### config.mk
export PLATFORM = sky130hd
export DESIGN_NAME = cpu_phase_sequencer
export DESIGN_NICKNAME = d
export VERILOG_FILES = /design/src/rtl/cpu_phase_sequencer_pkg.sv /design/src/rtl/cpu_phase_sequencer_wait_timer.sv /design/src/rtl/cpu_phase_sequencer.sv
export SDC_FILE = /design/constraint.sdc
export NUM_CORES = 1
export LEC_CHECK = 0
export ABC_AREA = 0
export CAP_MARGIN = 25
export CORE_ASPECT_RATIO = 1.1
export CORE_MARGIN = 2
export CORE_UTILIZATION = 36
export DETAILED_ROUTE_END_ITERATION = 12
export GPL_ROUTABILITY_DRIVEN = 0
export GPL_TIMING_DRIVEN = 0
export MAX_ROUTING_LAYER = met4
export PLACE_DENSITY = 0.83
export SLEW_MARGIN = 10
export SYNTH_ARGS = -nofsm -noshare
export SYNTH_HDL_FRONTEND = slang
export SYNTH_SLANG_ARGS = --single-unit
### constraint.sdc
create_clock -name clk_i -period 2.7 [get_ports clk_i]
set_clock_uncertainty 0.15 [all_clocks]
set_input_delay 0.675 -clock clk_i [delete_from_list [all_inputs] [get_ports clk_i]]
set_output_delay 0.675 -clock clk_i [all_outputs]
set_load 0.01 [all_outputs]
### src/rtl/cpu_phase_sequencer_pkg.sv
// ---------------------------------------------------------------------------
// cpu_phase_sequencer_pkg : shared state encodings and constants.
// Rev 1.0 - initial release
// ---------------------------------------------------------------------------
`default_nettype none

package cpu_phase_sequencer_pkg;

  typedef enum logic [2:0] {
    S_FETCH   = 3'd0,
    S_DECODE  = 3'd1,
    S_EXECUTE = 3'd2,
    S_COMMIT  = 3'd3,
    S_HALTED  = 3'd4
  } seq_state_e;

  localparam logic [15:0] NOP_INSTR = 16'h0000;

endpackage

`default_nettype wire

### src/rtl/cpu_phase_sequencer_wait_timer.sv
// ---------------------------------------------------------------------------
// cpu_phase_sequencer_wait_timer : clear/enable stall counter with terminal count.
// Rev 1.0 - initial release
// ---------------------------------------------------------------------------
`default_nettype none

module cpu_phase_sequencer_wait_timer
  import cpu_phase_sequencer_pkg::*;
#(
  parameter int MAX_WAIT = 15
) (
  input  logic clk_i,
  input  logic rst_i,
  input  logic clr_i,
  input  logic en_i,
  output logic tc_o
);

  localparam int CW = $clog2(MAX_WAIT + 1);
  // tc marks the MAX_WAIT-th stalled cycle, so the count holds MAX_WAIT-1 then
  localparam logic [CW-1:0] TC_VAL = CW'(MAX_WAIT - 1);

  logic [CW-1:0] count_q;
  logic [CW-1:0] count_d;

  always_comb begin
    count_d = count_q;
    if (clr_i) begin
      count_d = '0;
    end else if (en_i && (count_q != TC_VAL)) begin
      count_d = count_q + 1'b1;
    end
  end

  always_ff @(posedge clk_i or posedge rst_i) begin
    if (rst_i) begin
      count_q <= '0;
    end else begin
      count_q <= count_d;
    end
  end

  assign tc_o = (count_q == TC_VAL);

endmodule

`default_nettype wire

### src/rtl/cpu_phase_sequencer.sv
// ---------------------------------------------------------------------------
// cpu_phase_sequencer : instruction fetch and F/D/E/C phase sequencer with
// wait-state timeout. Optional macro SEQ_SINGLE_STEP_EN adds step_mode_i.
// Rev 1.0 - initial release
// ---------------------------------------------------------------------------
`default_nettype none

module cpu_phase_sequencer
  import cpu_phase_sequencer_pkg::*;
#(
  parameter int              ADDR_WIDTH  = 16,
  parameter int              MAX_WAIT    = 15,
  parameter logic [15:0]     RESET_INSTR = NOP_INSTR
) (
  input  logic                  clk_i,
  input  logic                  rst_i,
`ifdef SEQ_SINGLE_STEP_EN
  input  logic                  step_mode_i,
`endif
  input  logic [ADDR_WIDTH-1:0] pc_i,
  output logic [ADDR_WIDTH-1:0] iaddr_o,
  output logic                  ireq_o,
  input  logic                  irdy_i,
  input  logic [15:0]           idata_i,
  input  logic                  mem_req_i,
  input  logic                  mem_rdy_i,
  input  logic                  halt_req_i,
  input  logic                  run_i,
  output logic [15:0]           instruction_o,
  output logic                  fetch_o,
  output logic                  decode_o,
  output logic                  execute_o,
  output logic                  commit_o,
  output logic                  pc_inc_o,
  output logic                  halted_o,
  output logic                  bus_err_o
);

  seq_state_e  state_q, state_d;
  logic [15:0] instr_q, instr_d;
  logic        bus_err_q, bus_err_d;
  logic        stall;
  logic        wait_tc;
  logic        step_en;

`ifdef SEQ_SINGLE_STEP_EN
  assign step_en = step_mode_i;
`else
  assign step_en = 1'b0;
`endif

  always_comb begin
    state_d   = state_q;
    instr_d   = instr_q;
    bus_err_d = bus_err_q;
    stall     = 1'b0;
    unique case (state_q)
      S_FETCH: begin
        if (irdy_i) begin
          instr_d = idata_i;
          state_d = S_DECODE;
        end else begin
          stall = 1'b1;
        end
      end
      S_DECODE:  state_d = S_EXECUTE;
      S_EXECUTE: begin
        if (!mem_req_i || mem_rdy_i) begin
          state_d = S_COMMIT;
        end else begin
          stall = 1'b1;
        end
      end
      S_COMMIT:  state_d = (halt_req_i || step_en) ? S_HALTED : S_FETCH;
      S_HALTED: begin
        if (run_i) begin
          state_d   = S_FETCH;
          bus_err_d = 1'b0;
        end
      end
      default:   state_d = S_FETCH;
    endcase
    // A ready on the terminal cycle already left the stall branch above
    if (stall && wait_tc) begin
      state_d   = S_HALTED;
      bus_err_d = 1'b1;
    end
  end

  always_ff @(posedge clk_i or posedge rst_i) begin
    if (rst_i) begin
      state_q   <= S_FETCH;
      instr_q   <= RESET_INSTR;
      bus_err_q <= 1'b0;
    end else begin
      state_q   <= state_d;
      instr_q   <= instr_d;
      bus_err_q <= bus_err_d;
    end
  end

  cpu_phase_sequencer_wait_timer #(
    .MAX_WAIT (MAX_WAIT)
  ) u_wait_timer (
    .clk_i (clk_i),
    .rst_i (rst_i),
    .clr_i (!stall),
    .en_i  (stall),
    .tc_o  (wait_tc)
  );

  assign fetch_o       = (state_q == S_FETCH);
  assign decode_o      = (state_q == S_DECODE);
  assign execute_o     = (state_q == S_EXECUTE);
  assign commit_o      = (state_q == S_COMMIT);
  assign halted_o      = (state_q == S_HALTED);
  assign pc_inc_o      = commit_o;
  assign ireq_o        = fetch_o;
  assign iaddr_o       = fetch_o ? pc_i : '0;
  assign instruction_o = instr_q;
  assign bus_err_o     = bus_err_q;

endmodule

`default_nettype wire

==> impl_metrics.prom <==
# TYPE chip_impl_metric gauge
chip_impl_metric{name="detail_route.wirelength",unit="um"} 3231
chip_impl_metric{name="cap_violations",unit=""} 0
chip_impl_info{name="run_status",value="finished, violations left"} 1
chip_impl_metric{name="sequential_to_total_area_share_from_yosys_stat",unit="%"} 50.37
chip_impl_metric{name="detailedPlacementHpwl",unit="um"} 2389
chip_impl_metric{name="avgRoutedWirePerCell",unit="um"} 14.96
chip_impl_metric{name="post_route_cells_drive_above_1_share",unit="%"} 21.43
chip_impl_metric{name="routed_via_density",unit=""} 4.782
chip_impl_metric{name="total_overflow_reported_by_the_global_router",unit=""} 0
chip_impl_metric{name="powerDensity",unit="nW/um2"} 985.4
chip_impl_info{name="synthTopCellsByCount",value="dfrtp_1, and2_1, mux2_4, mux2_2, nor2_1"} 1
chip_impl_metric{name="setup-tns-final",unit="ns"} 0
chip_impl_metric{name="start_util",unit="%"} 38.46
chip_impl_metric{name="synthArstFlopShare",unit="%"} 100.0
chip_impl_metric{name="period_share",unit="%"} 95.30
chip_impl_metric{name="design.die.area",unit="um2"} 3789
chip_impl_metric{name="slew_headroom",unit="%"} 68.35
chip_impl_info{name="synth-main-ff-cell",value="dfrtp_1"} 1
chip_impl_metric{name="fill_cells",unit=""} 233
chip_impl_metric{name="boundaryPins",unit=""} 79
chip_impl_metric{name="final-hold-violation-count",unit=""} 0
chip_impl_metric{name="required",unit="ns"} 1.88
chip_impl_metric{name="synth.lib_cells_used.distinct",unit=""} 28
chip_impl_metric{name="drt_drc_violations_left",unit=""} 8
chip_impl_metric{name="design_power_total",unit="mW"} 2.142
chip_impl_metric{name="final_max_slew_viol_count",unit=""} 0
chip_impl_metric{name="power.static_leakage",unit="nW"} 1.143
chip_impl_metric{name="clockBufferDepth",unit=""} 2
chip_impl_info{name="critical_path.startpoint_type",value="register"} 1
chip_impl_metric{name="antenna_violations_before_repair",unit=""} 0
chip_impl_metric{name="grt_pass1_wl",unit="um"} 4540
chip_impl_metric{name="tightest_slew",unit="ns"} 0.4717
chip_impl_metric{name="timing.final.crit_period",unit="ns"} 2.573
chip_impl_metric{name="maximum_number_of_pins_on_one_net_before_global_route_repair",unit=""} 25
chip_impl_metric{name="synth_area_per_cell",unit="um2"} 12.82
chip_impl_metric{name="clk_pin_slew",unit="ns"} 0.12
chip_impl_metric{name="cts_hold_repair.buffers",unit=""} 0
chip_impl_metric{name="clkSinkCount",unit=""} 24
chip_impl_info{name="grt_setup_unrepaired",value="no"} 1
chip_impl_info{name="synth_top_area_cell",value="dfrtp_1"} 1
chip_impl_metric{name="drt-initial-drc-count",unit=""} 54
chip_impl_metric{name="multi_input_comb_area",unit="um2"} 530.5
chip_impl_metric{name="maxClockFrequency",unit="GHz"} 0.3886
chip_impl_info{name="synth_most_common_cell",value="dfrtp_1"} 1
chip_impl_metric{name="stdcell_count",unit=""} 216
chip_impl_info{name="worstSetupPathType",value="register to output port"} 1
chip_impl_metric{name="first_global_vias",unit=""} 985
chip_impl_info{name="tritoncts_clock_tree",value="built"} 1
chip_impl_metric{name="vertical_extent_of_the_die",unit="um"} 64.36
chip_impl_info{name="hold_path_class",value="register to register"} 1
chip_impl_metric{name="setup_viol",unit=""} 0
chip_impl_metric{name="drt_pass1_iterations",unit=""} 8
chip_impl_info{name="endpoint_kind",value="output port"} 1
chip_impl_info{name="failed_checks",value="design-rule violations"} 1
chip_impl_metric{name="postSynthRegisterBits",unit=""} 24
chip_impl_metric{name="number_of_instances_in_the_synthesized_netlist",unit=""} 93
chip_impl_metric{name="yosys.area.top_type_share",unit="%"} 50.37
chip_impl_metric{name="syn-num-nets",unit=""} 134
chip_impl_metric{name="finish.net_count",unit=""} 224
chip_impl_metric{name="ff_latch_area",unit="um2"} 604.3
chip_impl_metric{name="global_route.usage.total",unit="%"} 16.21
chip_impl_metric{name="n_antenna_cell",unit=""} 0
chip_impl_metric{name="numPlacedInstances",unit=""} 205
chip_impl_metric{name="peak_supply_drop",unit="mV"} 0.4501
chip_impl_metric{name="route.vias.total",unit=""} 1033
chip_impl_metric{name="cp_max_fo",unit=""} 6
chip_impl_metric{name="syn_to_final_growth",unit="%"} 82.27
chip_impl_metric{name="synth_edf_count",unit=""} 0
chip_impl_metric{name="antenna_violating_nets_post_route",unit=""} 0
chip_impl_metric{name="synth.cell_area",unit="um2"} 1192
chip_impl_metric{name="clk-insertion-delay-late",unit="ns"} 0.31
chip_impl_metric{name="core-area",unit="um2"} 3100
chip_impl_metric{name="yosysWarningCount",unit=""} 0
chip_impl_metric{name="die_width",unit="um"} 58.88
chip_impl_metric{name="timing.critical_path.arrival",unit="ns"} 1.75
chip_impl_metric{name="cts_htree_levels",unit=""} 1
chip_impl_metric{name="buffer_ports.inserted",unit=""} 78
chip_impl_metric{name="cts_made_buffers",unit=""} 3
chip_impl_metric{name="core.rowCount",unit=""} 21
chip_impl_info{name="cts_root_buffer",value="clkbuf_4"} 1
chip_impl_info{name="synth_top_area_cells",value="dfrtp_1, mux2_4, and2_1"} 1
## kinds of logic (layout without fill, tap and decap cells)
group / count (synthesis) / after routing / share of synthesized area, %
muxes: 16 / 16 / 18.26
AOI/OAI and AO/OA: 8 / 8 / 4.512
adders and majority gates: 2 / 2 / 2.098
DFF: 24 / 24 / 50.37
and+or+nand+nor: 33 / 33 / 17.73
buffers and inverters: 8 / 97 / 5.560
xor gates and xnor gates: 2 / 2 / 1.469
## sequential cells by signal (all words and copies together) (netlist names)
signal                count
state_q                   3
instruction_o            16
bus_err_o                 1
u_wait_timer.count_q      4
## report_power, final
group / switching [mW] / leakage (nW) / total (mW) / internal (mW)
Clock: 0.105 / 0.0210 / 0.188 / 0.0826
Combinational: 0.475 / 0.830 / 1.33 / 0.853
Sequential: 0.111 / 0.292 / 0.627 / 0.516
## final cells by class
type / count / area share (%)
clock buffer: 4 / 1.670
sequential: 24 / 27.81
timing repair buffer: 85 / 40.82
multi-input combinational: 61 / 24.41
tap: 34 / 1.957
inverter: 3 / 0.5181
buffer: 5 / 2.821
## layout by cell type, fill, tap and decap left out, types with 2 or more instances in the layout
master | synthesis | routed
mux2_2 | 6 | 6
and2_1 | 17 | 17
inv_1 | 3 | 3
clkbuf_4 | 0 | 3
xnor2_1 | 2 | 2
dfrtp_1 | 24 | 21
clkdlybuf4s50_1 | 0 | 61
and3b_1 | 2 | 2
dfrtp_2 | 0 | 3
nor3b_1 | 3 | 2
nor2_1 | 4 | 4
nand3_1 | 2 | 2
dlymetal6s2s_1 | 0 | 15
mux2_4 | 10 | 10
ha_1 | 2 | 2
buf_4 | 2 | 9
## timing repair
| item | 4_1_cts | 5_1_grt |
|---|---|---|
| pin swaps | 1 | 1 |
| gates resized for setup | 5 | 18 |
| buffers inserted | 5 | 1 |
| endpoints found under the setup margin | 11 | 16 |
## worst paths after layout
kind                                              from                             to  slack, ns  depth (start not counted)
worst max-delay path            state_q[1]$_DFFE_PP0P_                       decode_o       0.13                          3
worst max register to register  state_q[1]$_DFFE_PP0P_  instruction_o[12]$_DFFE_PP0P_       0.87                          6
worst min register to register   bus_err_o$_DFFE_PP0P_          bus_err_o$_DFFE_PP0P_       0.36                          1
max in group asynchronous                        rst_i         state_q[0]$_DFFE_PP0P_       1.50                          3
min in group asynchronous                        rst_i   instruction_o[1]$_DFFE_PP0P_       0.48                          2
worst min-delay path             bus_err_o$_DFFE_PP0P_          bus_err_o$_DFFE_PP0P_       0.36                          1
## critical path, cell delays in order, from the launching register on
cell and delay [ns]:
dfrtp_2 0.44, buf_4 0.16, nor3b_1 0.24, clkdlybuf4s50_1 0.59
## per-stage QoR
stage	instance area (um2)	worst slack (ns)	util, %	hold slack [ns]
2_1_floorplan	1192	0.7824	-	0.3718
3_3_place_gp	2016	0.1056	65.01	0.3269
3_5_place_dp	2016	0.08670	65.01	0.3401
4_1_cts	2097	0.007938	67.64	0.3744
5_1_grt	2173	0.05993	70.10	0.3804
6_report	2173	0.1268	70.10	0.3635
## layer usage
metal / share of wire [%] / routed length [um] / vias up / global-route usage [%]
met5: 0 / 0 / - / -
met4: 0.87 / 28 / 0 / 3.409
met3: 7.9 / 255 / 4 / 4.453
met2: 54 / 1758 / 39 / 29.44
met1: 37 / 1189 / 494 / 17.22
li1: - / - / 496 / -
Note: power is estimated with default switching activity, not from simulation.
==> RTL change (config.mk and constraints unchanged) <==
The option `SEQ_SINGLE_STEP_EN` is turned on by a define.
--- a/src/rtl/cpu_phase_sequencer.sv
+++ b/src/rtl/cpu_phase_sequencer.sv
@@ -4,6 +4,8 @@
 // Rev 1.0 - initial release
 // ---------------------------------------------------------------------------
 `default_nettype none
+
+`define SEQ_SINGLE_STEP_EN
 
 module cpu_phase_sequencer
   import cpu_phase_sequencer_pkg::*;
Ports: changed (added step_mode_i); port bits go from 79 to 80. No check against the original RTL was run, so the function may have changed too.
==> RTL change against the original RTL <==
  * The run still ends with design-rule violations left
  * Synthesized area increased by 0.10%
  * Clock power is 19% lower
  * Routed wire length down 4.8%
  * Cell count fell by 0.46%
  * Setup slack got worse by 34 ps
  * Sequential cell count stayed put
  * Total power shrank 0.69%
  * Design area shrank 0.63%
  * Maximum frequency fell by 1.3%
  * Critical endpoint is now ireq_o
==> RTL change: results (changes against the original RTL) <==
.. list-table::
   :header-rows: 1

   * - Metric
     - Value
   * - Delay of the slowest cell on the worst path
     - 530 ps (-60 ps)
   * - Number of filler instances in the final layout
     - 222 (-4.7%)
   * - Half-perimeter wire length of the detailed placement result
     - 2310 um (-3.1%)
   * - Number of multi-input logic gates
     - 62 (+1.6%)
   * - Number of ordinary and repair buffers in the finished layout
     - 89 (-1.1%)
   * - Crit Reg-Reg Startpoint
     - state_q[2]$_DFFE_PP0P_
   * - Fraction of final layout cells with drive strength greater than 1
     - 0.182 (-0.0320)
   * - Sequential cell count
     - 24 (unchanged)
   * - Worst reg2reg setup slack
     - 890 ps (+20 ps)
   * - Placed cell count
     - 207 (+0.98%)
   * - Metal2 WL
     - 1780 um (+1.3%)
   * - Maximum net fanout on the critical path
     - 8 (+2)
   * - Count of input and output buffers
     - 79 (+1.3%)
   * - Average vias per placed instance
     - 4.68 (-2.2%)
   * - Number of DRC markers after the initial detailed-route iteration
     - 20 (-63%)
   * - Dpl ws
     - 92.1 ps (+5.40 ps)
   * - Run status
     - complete, but fails checks
   * - Number of setup buffers added after CTS
     - 1 (-4)
   * - Syn_area_per_cell
     - 12.7 um2 (-0.96%)
   * - Register Area
     - 603 um2 (-0.21%)
   * - Fraction of power consumed by the clock network
     - 0.071 (-0.017)
   * - Violations in the final reports
     - design-rule violations
   * - Power density cells
     - 985 mW/mm2 (about the same)
   * - Fin Hold WS
     - 360 ps (-3.04 ps)
   * - Total of cells resized after clock tree synthesis
     - 3 (-2)
   * - GR Util met2
     - 0.289 (-0.00556)
   * - Vias in the first global route
     - 1002 (+1.7%)
   * - Number of nets in the finished design
     - 225 (+0.45%)
   * - Share of final layout cell area taken by clock buffers and inverters
     - 0.0104 (-0.00627)
   * - Actual transition at the worst max-transition pin
     - 495 ps (+22.9 ps)
   * - Total power after layout
     - 2130 uW (-0.69%)
   * - Non-clock buffers, area share
     - 0.441 (+0.00510)
   * - Leakage
     - 0.00115 uW (+0.28%)
   * - Total Routing Usage GR
     - 0.171 (+0.00902)
   * - P_sw
     - 690 uW (about the same)
   * - Remaining DRCs
     - 4 (-4)
   * - GR Layer Usage met3
     - 0.0385 (-0.00607)
   * - Average wire length per cell after detail routing
     - 14.3 um (-4.4%)
   * - Cell area after placement
     - 0.00203 mm2 (+0.56%)
   * - IR Drop Worst-Case VDD
     - 0.378 mV (-16%)
   * - Ranking of synthesized cells by area
     - sky130_fd_sc_hd__dfrtp_1 50%, sky130_fd_sc_hd__mux2_4 13%, sky130_fd_sc_hd__and2_1 8.9%
RTL change: cell count changes after synthesis, sizes merged:
cell / before / now
a22oi: 1 / 0
nand2: 1 / 2
nor2: 4 / 5
nor3b: 3 / 2
o221ai: 0 / 1
RTL change: worst max path at each step:
stage / endpoint / start / cells after the start / slack [ps]
2_1_floorplan: iaddr_o[10] / state_q[1]$_DFFE_PP0P_ / 3 / 770
5_1_grt: ireq_o / state_q[2]$_DFFE_PP0P_ / 4 / 3
3_5_place_dp: iaddr_o[2] / pc_i[2] / 3 / 90
3_3_place_gp: iaddr_o[13] / pc_i[13] / 3 / 100
4_1_cts: iaddr_o[14] / state_q[2]$_DFFE_PP0P_ / 4 / 10
6_report: ireq_o / state_q[2]$_DFFE_PP0P_ / 4 / 90
RTL change: logic make-up after synthesis:
family / after synthesis / share of synthesized area
xor+xnor: 2 / 0.0147
fa+ha+maj: 2 / 0.0210
compound gates: 8 / 0.0461
simple gates: 34 / 0.177
mux: 16 / 0.182
buf+inv: 8 / 0.0555
flops: 24 / 0.503
